### config.mk
export PLATFORM = sky130hd
export DESIGN_NAME = mem_arbiter
export DESIGN_NICKNAME = d
export VERILOG_FILES = /design/src/rtl/mem_arbiter_pkg.sv /design/src/rtl/mem_arbiter.sv
export SDC_FILE = /design/constraint.sdc
export NUM_CORES = 1
export LEC_CHECK = 0
export ABC_CLOCK_PERIOD_IN_PS = 3100
export CORE_MARGIN = 2
export CORE_UTILIZATION = 47
export CTS_CLUSTER_DIAMETER = 120
export DETAILED_ROUTE_END_ITERATION = 8
export GPL_ROUTABILITY_DRIVEN = 0
export HOLD_SLACK_MARGIN = 0.15
export PLACE_DENSITY = 0.8
export SLEW_MARGIN = 25
export SYNTH_ARGS = -nofsm -noshare
export SYNTH_HDL_FRONTEND = slang
export SYNTH_SLANG_ARGS = --single-unit
### constraint.sdc
create_clock -name clk -period 3.1 [get_ports clk]
set_input_delay 0.31 -clock clk [delete_from_list [all_inputs] [get_ports clk]]
set_output_delay 0.31 -clock clk [all_outputs]
set_load 0.01 [all_outputs]
### src/rtl/mem_arbiter_pkg.sv
// Shared types and helpers for the byte-serial memory bus arbiter.
package mem_arbiter_pkg;

    typedef enum logic [1:0] {
        MaIdle,
        MaIfetch,
        MaDread,
        MaDwrite
    } ma_state_e;

    typedef enum logic {
        GrantIc,
        GrantLs
    } grant_e;

    localparam logic [1:0] SZ_B = 2'b00;
    localparam logic [1:0] SZ_H = 2'b01;
    localparam logic [1:0] SZ_W = 2'b10;

    // Size code 11 falls through to a word access.
    function automatic logic [2:0] size_bytes(input logic [1:0] size);
        case (size)
            SZ_B:    return 3'd1;
            SZ_H:    return 3'd2;
            default: return 3'd4;
        endcase
    endfunction

    function automatic logic is_io(input logic [1:0] addr_hi, input logic [1:0] io_hi);
        return addr_hi == io_hi;
    endfunction

endpackage

### src/rtl/mem_arbiter.sv
// Shares the byte-wide RAM/IO bus between ICache line fills and the load/store buffer,
// serialising multi-byte accesses and hiding the one-cycle RAM read latency.
module mem_arbiter
    import mem_arbiter_pkg::*;
#(
    parameter int unsigned ILINE_BYTES = 4,
    parameter logic [1:0]  IO_HI       = 2'b11
) (
    input  logic                     clk,
    input  logic                     rst_n,
    input  logic                     rdy,
    input  logic                     jp_wrong,
    input  logic                     ic_req,
    input  logic [31:0]              ic_addr,
    output logic                     ic_done,
    output logic [ILINE_BYTES*8-1:0] ic_data,
    input  logic                     ls_req,
    input  logic                     ls_we,
    input  logic [31:0]              ls_addr,
    input  logic [1:0]               ls_size,
    input  logic [31:0]              ls_wdata,
    output logic                     ls_done,
    output logic [31:0]              ls_rdata,
    input  logic                     io_buffer_full,
    input  logic [7:0]               mem_din,
    output logic [7:0]               mem_dout,
    output logic [31:0]              mem_a,
    output logic                     mem_wr
);

    localparam int unsigned CW = $clog2(ILINE_BYTES) + 1;
    localparam int unsigned LW = ILINE_BYTES * 8;

    ma_state_e     state_q, state_d;
    grant_e        last_q, last_d;
    logic [CW-1:0] rcnt_q, rcnt_d, wcnt_q, wcnt_d, nbytes_q, nbytes_d, rcnt_next;
    logic [31:0]   base_q, base_d, a_q, a_d, wdata_q, wdata_d;
    logic [LW-1:0] line_q, line_d;
    // The address driven last cycle was issued with rdy high and belongs to byte rcnt_q.
    logic          pend_q, pend_d;
    logic          pick_ic, pick_ls, more;

    always_comb begin
        state_d   = state_q;
        last_d    = last_q;
        rcnt_d    = rcnt_q;
        wcnt_d    = wcnt_q;
        nbytes_d  = nbytes_q;
        base_d    = base_q;
        wdata_d   = wdata_q;
        line_d    = line_q;
        pend_d    = pend_q;
        a_d       = a_q;
        rcnt_next = rcnt_q;
        more      = 1'b0;
        pick_ic   = 1'b0;
        pick_ls   = 1'b0;
        mem_dout  = 8'h00;
        mem_wr    = 1'b0;
        ic_done   = 1'b0;
        ls_done   = 1'b0;

        unique case (state_q)
            MaIdle: begin
                pend_d = 1'b0;
                // Grant is combinational so the first byte issues in the grant cycle itself.
                if (rst_n && rdy && !jp_wrong) begin
                    pick_ls = ls_req && (!ic_req || last_q == GrantIc);
                    pick_ic = ic_req && !pick_ls;
                end
                if (pick_ic) begin
                    state_d  = MaIfetch;
                    last_d   = GrantIc;
                    base_d   = ic_addr;
                    nbytes_d = CW'(ILINE_BYTES);
                    rcnt_d   = '0;
                    line_d   = '0;
                    a_d      = ic_addr;
                    pend_d   = 1'b1;
                end else if (pick_ls) begin
                    last_d   = GrantLs;
                    base_d   = ls_addr;
                    nbytes_d = CW'(size_bytes(ls_size));
                    rcnt_d   = '0;
                    wcnt_d   = '0;
                    line_d   = '0;
                    a_d      = ls_addr;
                    if (ls_we) begin
                        state_d = MaDwrite;
                        wdata_d = ls_wdata;
                        if (!(is_io(ls_addr[17:16], IO_HI) && io_buffer_full)) begin
                            mem_wr   = 1'b1;
                            mem_dout = ls_wdata[7:0];
                            wcnt_d   = CW'(1);
                        end
                    end else begin
                        state_d = MaDread;
                        pend_d  = 1'b1;
                    end
                end
            end

            MaIfetch, MaDread: begin
                if (!rdy) begin
                    // Data returned during a stall is not trusted; re-present and retry.
                    pend_d = 1'b0;
                    if (rcnt_q != nbytes_q) a_d = base_q + 32'(rcnt_q);
                end else if (jp_wrong) begin
                    state_d = MaIdle;
                    pend_d  = 1'b0;
                end else if (rcnt_q == nbytes_q) begin
                    ic_done = (state_q == MaIfetch);
                    ls_done = (state_q == MaDread);
                    state_d = MaIdle;
                end else begin
                    if (pend_q) begin
                        line_d[8*int'(rcnt_q) +: 8] = mem_din;
                        rcnt_next = rcnt_q + 1'b1;
                    end
                    rcnt_d = rcnt_next;
                    more   = (rcnt_next != nbytes_q);
                    pend_d = more;
                    if (more) a_d = base_q + 32'(rcnt_next);
                end
            end

            MaDwrite: begin
                if (wcnt_q == nbytes_q) begin
                    if (rdy) begin
                        ls_done = 1'b1;
                        state_d = MaIdle;
                    end
                end else begin
                    a_d = base_q + 32'(wcnt_q);
                    if (rdy && !(is_io(base_q[17:16], IO_HI) && io_buffer_full)) begin
                        mem_wr   = 1'b1;
                        mem_dout = wdata_q[8*int'(wcnt_q[1:0]) +: 8];
                        wcnt_d   = wcnt_q + 1'b1;
                    end
                end
            end
        endcase
    end

    always_ff @(posedge clk or negedge rst_n) begin
        if (!rst_n) begin
            state_q  <= MaIdle;
            last_q   <= GrantIc;
            rcnt_q   <= '0;
            wcnt_q   <= '0;
            nbytes_q <= '0;
            base_q   <= '0;
            wdata_q  <= '0;
            line_q   <= '0;
            pend_q   <= 1'b0;
            a_q      <= '0;
        end else begin
            state_q  <= state_d;
            last_q   <= last_d;
            rcnt_q   <= rcnt_d;
            wcnt_q   <= wcnt_d;
            nbytes_q <= nbytes_d;
            base_q   <= base_d;
            wdata_q  <= wdata_d;
            line_q   <= line_d;
            pend_q   <= pend_d;
            a_q      <= a_d;
        end
    end

    assign mem_a    = a_d;
    assign ic_data  = line_q;
    assign ls_rdata = line_q[31:0];

endmodule

## Word level (Yosys, flattened, before mapping)

Cells that the tools add are included.

| operators by class | value |
|---|---|
| bitwise logic cells | 2 |
| multiplexer cells | 86 |
| add/sub/neg operators | 6 |
| shifts and indexed selects | 3 |
| equality and inequality tests | 23 |
| reduce and logical (&&, ||, !) cells | 25 |

Operator list:

| operator | number |
|---|---|
| 32-bit 2-to-1 mux | 16 |
| 32-bit by 3-bit adder with 32-bit output | 3 |
| 32-bit case mux with 3 select lines | 1 |
| 32-bit case mux with 2 select lines | 1 |
| 3-bit 2-to-1 mux | 16 |
| 8-bit 2-to-1 mux | 6 |
| 6-bit negator with 33-bit output | 1 |
| 8-bit by 33-bit variable shift with 32-bit output, first input constant | 1 |
| 8-bit by 33-bit variable part select with 32-bit output | 1 |
| 32-bit bitwise mux | 1 |
| 32-bit by 6-bit variable part select with 8-bit output | 1 |
| 1-bit 2-to-1 mux | 30 |
| 2-bit != test, second input constant | 10 |
| 3-bit case mux with 2 select lines | 3 |
| 8-bit case mux with 2 select lines | 1 |
| 5-bit AND reduction | 3 |
| 2-bit 2-to-1 mux | 7 |
| 2-bit == test, second input constant | 4 |
| 1-bit logical AND | 7 |
| 3-bit by 1-bit adder with 3-bit output, second input constant | 2 |
| 3-bit == test | 2 |
| 3-bit != test | 2 |
| 3-bit != test, second input constant | 2 |
| 1-bit case mux with 2 select lines | 3 |
| 12 further kinds | 21 |

| word-level totals | value |
|---|---|
| output and inout bits | 107 |
| bits of input ports | 114 |
| register bits after elaboration | 141 |

## Depth between registers and ports, before layout

| depth | value |
|---|---|
| depth in word-level cells | 12 |
| depth in mapped cells | 15 |
| depth with buffers taken out | 12 |

## Worst setup path after synthesis

No wires, ideal clock.

| path | value |
|---|---|
| kind | register -> output |
| start point | register rcnt_q[1] |
| end point | output mem_a[28] |
| path slack | -219 ps |
| buffers on the path | 2 |
| stages on the path, launching flop included | 15 |
| data arrival time | 3009 ps |
| path through | dfrtp_1 clkbuf_1 inv_1 ha_1 buf_2 nand2_1 o21ai_0 fa_1 a21o_1 nand2_1 nor2_1 nand2_1 xor2_1 a211oi_1 or4_1 |

| on the way | value |
|---|---|
| cells in the longest elaborated chain, start to end | 12 |
| elaborated cells between the ends (all ways) | 17 |
| classes of those cells | 3 x add/sub; 3 x eq/ne; 11 x mux |

RTL lines:

| what | line | text |
|---|---|---|
| from (decl) | mem_arbiter.sv:36 | `logic [CW-1:0] rcnt_q, rcnt_d, wcnt_q, wcnt_d, nbytes_q, nbytes_d, rcnt_next;` |
| from (signal assigned) | mem_arbiter.sv:160 | `rcnt_q <= rcnt_d;` |
| 3-bit by 1-bit adder with 3-bit output | mem_arbiter.sv:118 | `rcnt_next = rcnt_q + 1'b1;` |
| 3-bit 2-to-1 mux | mem_arbiter.sv:116 | `if (pend_q) begin` |
| 3-bit 2-to-1 mux | mem_arbiter.sv:111 | `end else if (rcnt_q == nbytes_q) begin` |
| 3-bit 2-to-1 mux | mem_arbiter.sv:108 | `end else if (jp_wrong) begin` |
| 3-bit 2-to-1 mux | mem_arbiter.sv:104 | `if (!rdy) begin` |
| 3-bit 2-to-1 mux | mem_arbiter.sv:63 | `unique case (state_q)` |
| 32-bit by 3-bit adder with 32-bit output or 3-bit != test (tied branches) | mem_arbiter.sv:123, mem_arbiter.sv:121 |  |
| 32-bit 2-to-1 mux | mem_arbiter.sv:123 | `if (more) a_d = base_q + 32'(rcnt_next);` |
| 32-bit 2-to-1 mux | mem_arbiter.sv:111 |  |
| 32-bit 2-to-1 mux | mem_arbiter.sv:108 |  |
| 32-bit 2-to-1 mux (*) | mem_arbiter.sv:104 |  |
| 32-bit case mux with 3 select lines (*) | mem_arbiter.sv:63 |  |
| to (decl) | mem_arbiter.sv:27 | `output logic [31:0] mem_a,` |

Mark *: on every way between the ends. The rest lies on a longest branch, timed or not. The select of a mux whose other input is x is not followed.

## Worst setup path in the final report

| path | value |
|---|---|
| start point | register rcnt_q[1] |
| end point | output mem_a[12] |

Same word-level chain as after synthesis.

==> results.py <==
metrics = {
    "cts": {
        "clock_path_buffers": 2,
        "cts-buffers-inserted": 17,
        "cts_sinks": 141,
        "cts_root_cell": "clkbuf_16",
        "clock_latency_ns": 0.45,
        "clock_slew_at_reported_path_ffs_ns": 0.07,
        "clock_tree_from_tritoncts": "done",
        "clock_tree.htree_level_count": 4,
    },
    "worst_setup_path": {
        "critical_path.max_fanout": 4,
        "arrival_ns": 3.31,
        "cp_slowest_stage_delay_ns": 0.41,
        "largest_delay_share_family_worst_path": "buffers and inverters",
        "critical_path.cell_chain": "inv_2, ha_4, buf_6, xnor2_4, a211o_1, o211ai_1, buf_4, buf_4, nand3_4, buf_6, o22ai_2, nor2_1, o31ai_1, buf_4, buf_6",
        "timing.setup.critical_path_class": "register to output port",
        "number_of_cells_on_the_critical_path": 15,
        "timing.critical_path.buf_inv": 7,
        "cp-start-kind": "register",
        "critical_path_required_ns": 2.79,
        "crit_slowest_cell": "dfrtp_1",
        "cp-end-kind": "output port",
        "worstRegToRegCells": 9,
    },
    "finish": {
        "layout.nets": 1706,
        "layout-area-overhead-vs-synth_pct": 50.3,
        "final_cell_area_mm2": 0.0156,
        "nFillCells": 1482,
        "mostFrequentLayoutCells": "buf_4 (184), clkdlybuf4s50_1 (180), dfrtp_1 (135)",
        "layout.core_utilization_pct": 71.7,
        "multi_input_comb_area_mm2": 0.00692,
        "layout-drive-gt1-share_pct": 30.8,
        "area.sequential_mm2": 0.00354,
        "layout_commonest_cell": "buf_4",
        "antennaDiodeCount": 0,
    },
    "timing": {
        "fin_worst_skew_ns": 0.0122,
        "relative_slew_margins_pct": 45.0,
        "post-route-min-period_ns": 3.62,
        "report.final.setup_viol": 32,
        "finalCritPeriodShare_pct": 117,
        "final-max-slew-violation-count": 0,
        "grt_setup_unrepaired": "yes",
        "hold_violation_total_from_the_final_report": 0,
        "setup_slack_after_layout_ns": -0.518,
        "worstMarginPinSlew_ns": 0.816,
        "highest_clock_rate_mhz": 276,
    },
    "power": {
        "p_leak_uw": 0.00658,
        "irDropWorstVdd_v": 0.000601,
        "power-per-cell-area_mw_per_mm2": 1100,
    },
    "yosys": {
        "synth.mux.area_fraction_pct": 6.10,
        "ys_types": 72,
        "synth_top_family_by_area": "compound AO/OA/AOI/OAI gates",
        "synth_sequential_area_ratio_pct": 34.0,
        "yosys.area_share.adder_pct": 2.75,
        "xor_xnor_fraction_of_synth_area_pct": 6.22,
        "synthesis.yosys.warnings": 0,
        "number_of_enable_type_register_cells_in_the_synthesized_netlist": 0,
        "netlist.top_cell.by_area": "dfrtp_1",
        "postSynthRegisterBits": 141,
        "top_area_cell_type_share_of_the_netlist_area_pct": 34.0,
        "largest_cells_by_area_after_synthesis": "dfrtp_1 (34%), a22o_1 (5.6%), o21ai_0 (5.3%)",
        "asyncSetResetFlopFracSynth_pct": 100,
        "top_ff_cell_synth": "dfrtp_1",
        "avgSynthCellArea_um2": 8.39,
        "synth_compound_area_share_pct": 26.8,
        "synth_simple_gate_area_share_pct": 16.7,
        "synth.net_count": 1371,
        "synthCells": 1236,
        "netlist_area_before_placement_mm2": 0.0104,
    },
    "grt": {
        "via_count_of_the_first_global_routing_pass": 11500,
        "antenna_found_initial": 0,
        "grt_max_degree": 142,
        "gr-total-overflow": 0,
        "grt_pass1_wl_mm": 61.8,
        "grt.total_usage_pct": 33.1,
    },
    "die": {
        "die_y_um": 153,
        "coreArea_mm2": 0.0218,
        "ioPinCount": 221,
        "floorplan.initialDensity_pct": 47.7,
        "fp.dieArea_mm2": 0.0233,
        "placementRows": 54,
        "die_w_um": 153,
    },
    "drt": {
        "wl_per_cell_um": 23.8,
        "post_drt_via_cell_ratio": 6.70,
        "via_count": 12500,
        "drt_pre_antenna_iters": 9,
        "antenna_violating_nets_post_route": 0,
        "dr.first_iter.drc_count": 1956,
        "drc": 36,
        "detail_route.wirelength_mm": 44.3,
    },
    "min_path": {
        "min-delay-path-class": "input pin to register",
        "min_delay_path_depth": 2,
    },
    "place": {
        "dpl-instance-area_mm2": 0.0138,
        "post-dp-hpwl_mm": 27.5,
        "port_buffers": 220,
    },
    "run_status": {
        "status": "finished, violations left",
        "failed_checks": "DRC, setup timing",
    },
    "job": {
        "drv_cap": 0,
    },
}
-- path summary, 6_finish.rpt --
kind	end	from	slack, ns
worst max register to register	ic_data[4]$_DFFE_PN0P_	state_q[1]$_DFFE_PN0P_	0.19
max in group asynchronous	a_q[28]$_DFF_PN0_	rst_n	1.89
worst min register to register	wdata_q[14]$_DFFE_PN0P_	wdata_q[14]$_DFFE_PN0P_	0.51
min in group asynchronous	wdata_q[24]$_DFFE_PN0P_	rst_n	0.58
worst min-delay path	wdata_q[30]$_DFFE_PN0P_	ls_wdata[30]	0.47
worst max-delay path	mem_a[12]	rcnt_q[1]$_DFFE_PN0P_	-0.52
-- final cells by class --
type / count / area share (%)
Clock buffer: 18 / 2.75
Clock inverter: 13 / 0.698
Inverter: 16 / 0.385
Multi-Input combinational cell: 938 / 44.4
Sequential cell: 141 / 22.7
Tap cell: 280 / 2.25
Timing Repair Buffer: 457 / 26.9
-- cells by family after synthesis --
family	Yosys count
compound gates	422
xor+xnor	72
fa+ha+maj	21
buf+inv	157
flops	141
mux	49
simple gates	374
-- timing repair --
| action | in CTS | in global routing |
|---|---|---|
| resized for setup | 271 | 92 |
| setup endpoints to repair | 42 | 57 |
| pin swaps | 63 | 68 |
| hold buffers | 1 | 0 |
| endpoints found under the hold margin | 141 | 0 |
| setup buffers | 29 | 31 |
-- where the power goes --
part           leakage (uW)  switching, uW  total [uW]  internal (uW)
combinational       0.00458           5990       11400           5420
sequential          0.00175           1100        3780           2680
clock              0.000245            926        1960           1040
total               0.00658           8010       17200           9140
-- worst reg2reg max path: cells and delay by family, from the launching register on --
| family | cells | cell delay (ns) |
|---|---|---|
| AND/OR/NAND/NOR | 2 | 0.42 |
| flip-flops | 1 | 0.42 |
| buffers and inverters | 3 | 0.75 |
| AO/OA/AOI/OAI | 3 | 0.79 |
| adder cells (fa/ha/maj) | 1 | 0.42 |
-- Yosys cell counts, types with 19 or more instances --
master,n
a31oi_1,27
dfrtp_1,141
mux2_2,34
nand4_1,21
clkbuf_1,67
xor2_1,28
xnor2_1,42
a21oi_1,74
a22o_1,66
nand3_1,35
buf_2,33
nand2_1,130
nor2_1,119
buf_4,36
o21ai_0,109
a22oi_1,19
o22ai_1,39
-- sequential cells by signal, indices dropped and copies added (netlist names) --
signal	flops
ic_data	32
last_q	1
nbytes_q	3
base_q	32
a_q	32
rcnt_q	3
state_q	2
wcnt_q	3
pend_q	1
wdata_q	32
-- per-layer routing --
metal | track usage (%) | up-vias | share of wire, %
met5 | 0 | - | 0
met1 | 41.9 | 5954 | 36
met4 | 15.3 | 0 | 6.9
met3 | 10.9 | 325 | 12
li1 | - | 5214 | -
met2 | 51.5 | 980 | 45
-- through the flow --
stage               total power, uW  hold WS, ns  setup TNS [ns]  instances  setup slack (ns)
floorplan                      8720       0.0144         -0.0430       1236           -0.0430
global placement              12500        0.482           -7.15       1777            -0.337
detailed placement            12800        0.492           -8.92       1777            -0.409
CTS                           15500        0.479           -5.90       1836            -0.332
global route                  17800        0.467          -11.79       1863            -0.538
finish                        17200        0.472           -9.86       1863            -0.518
Note: power is estimated with default switching activity, not from simulation.
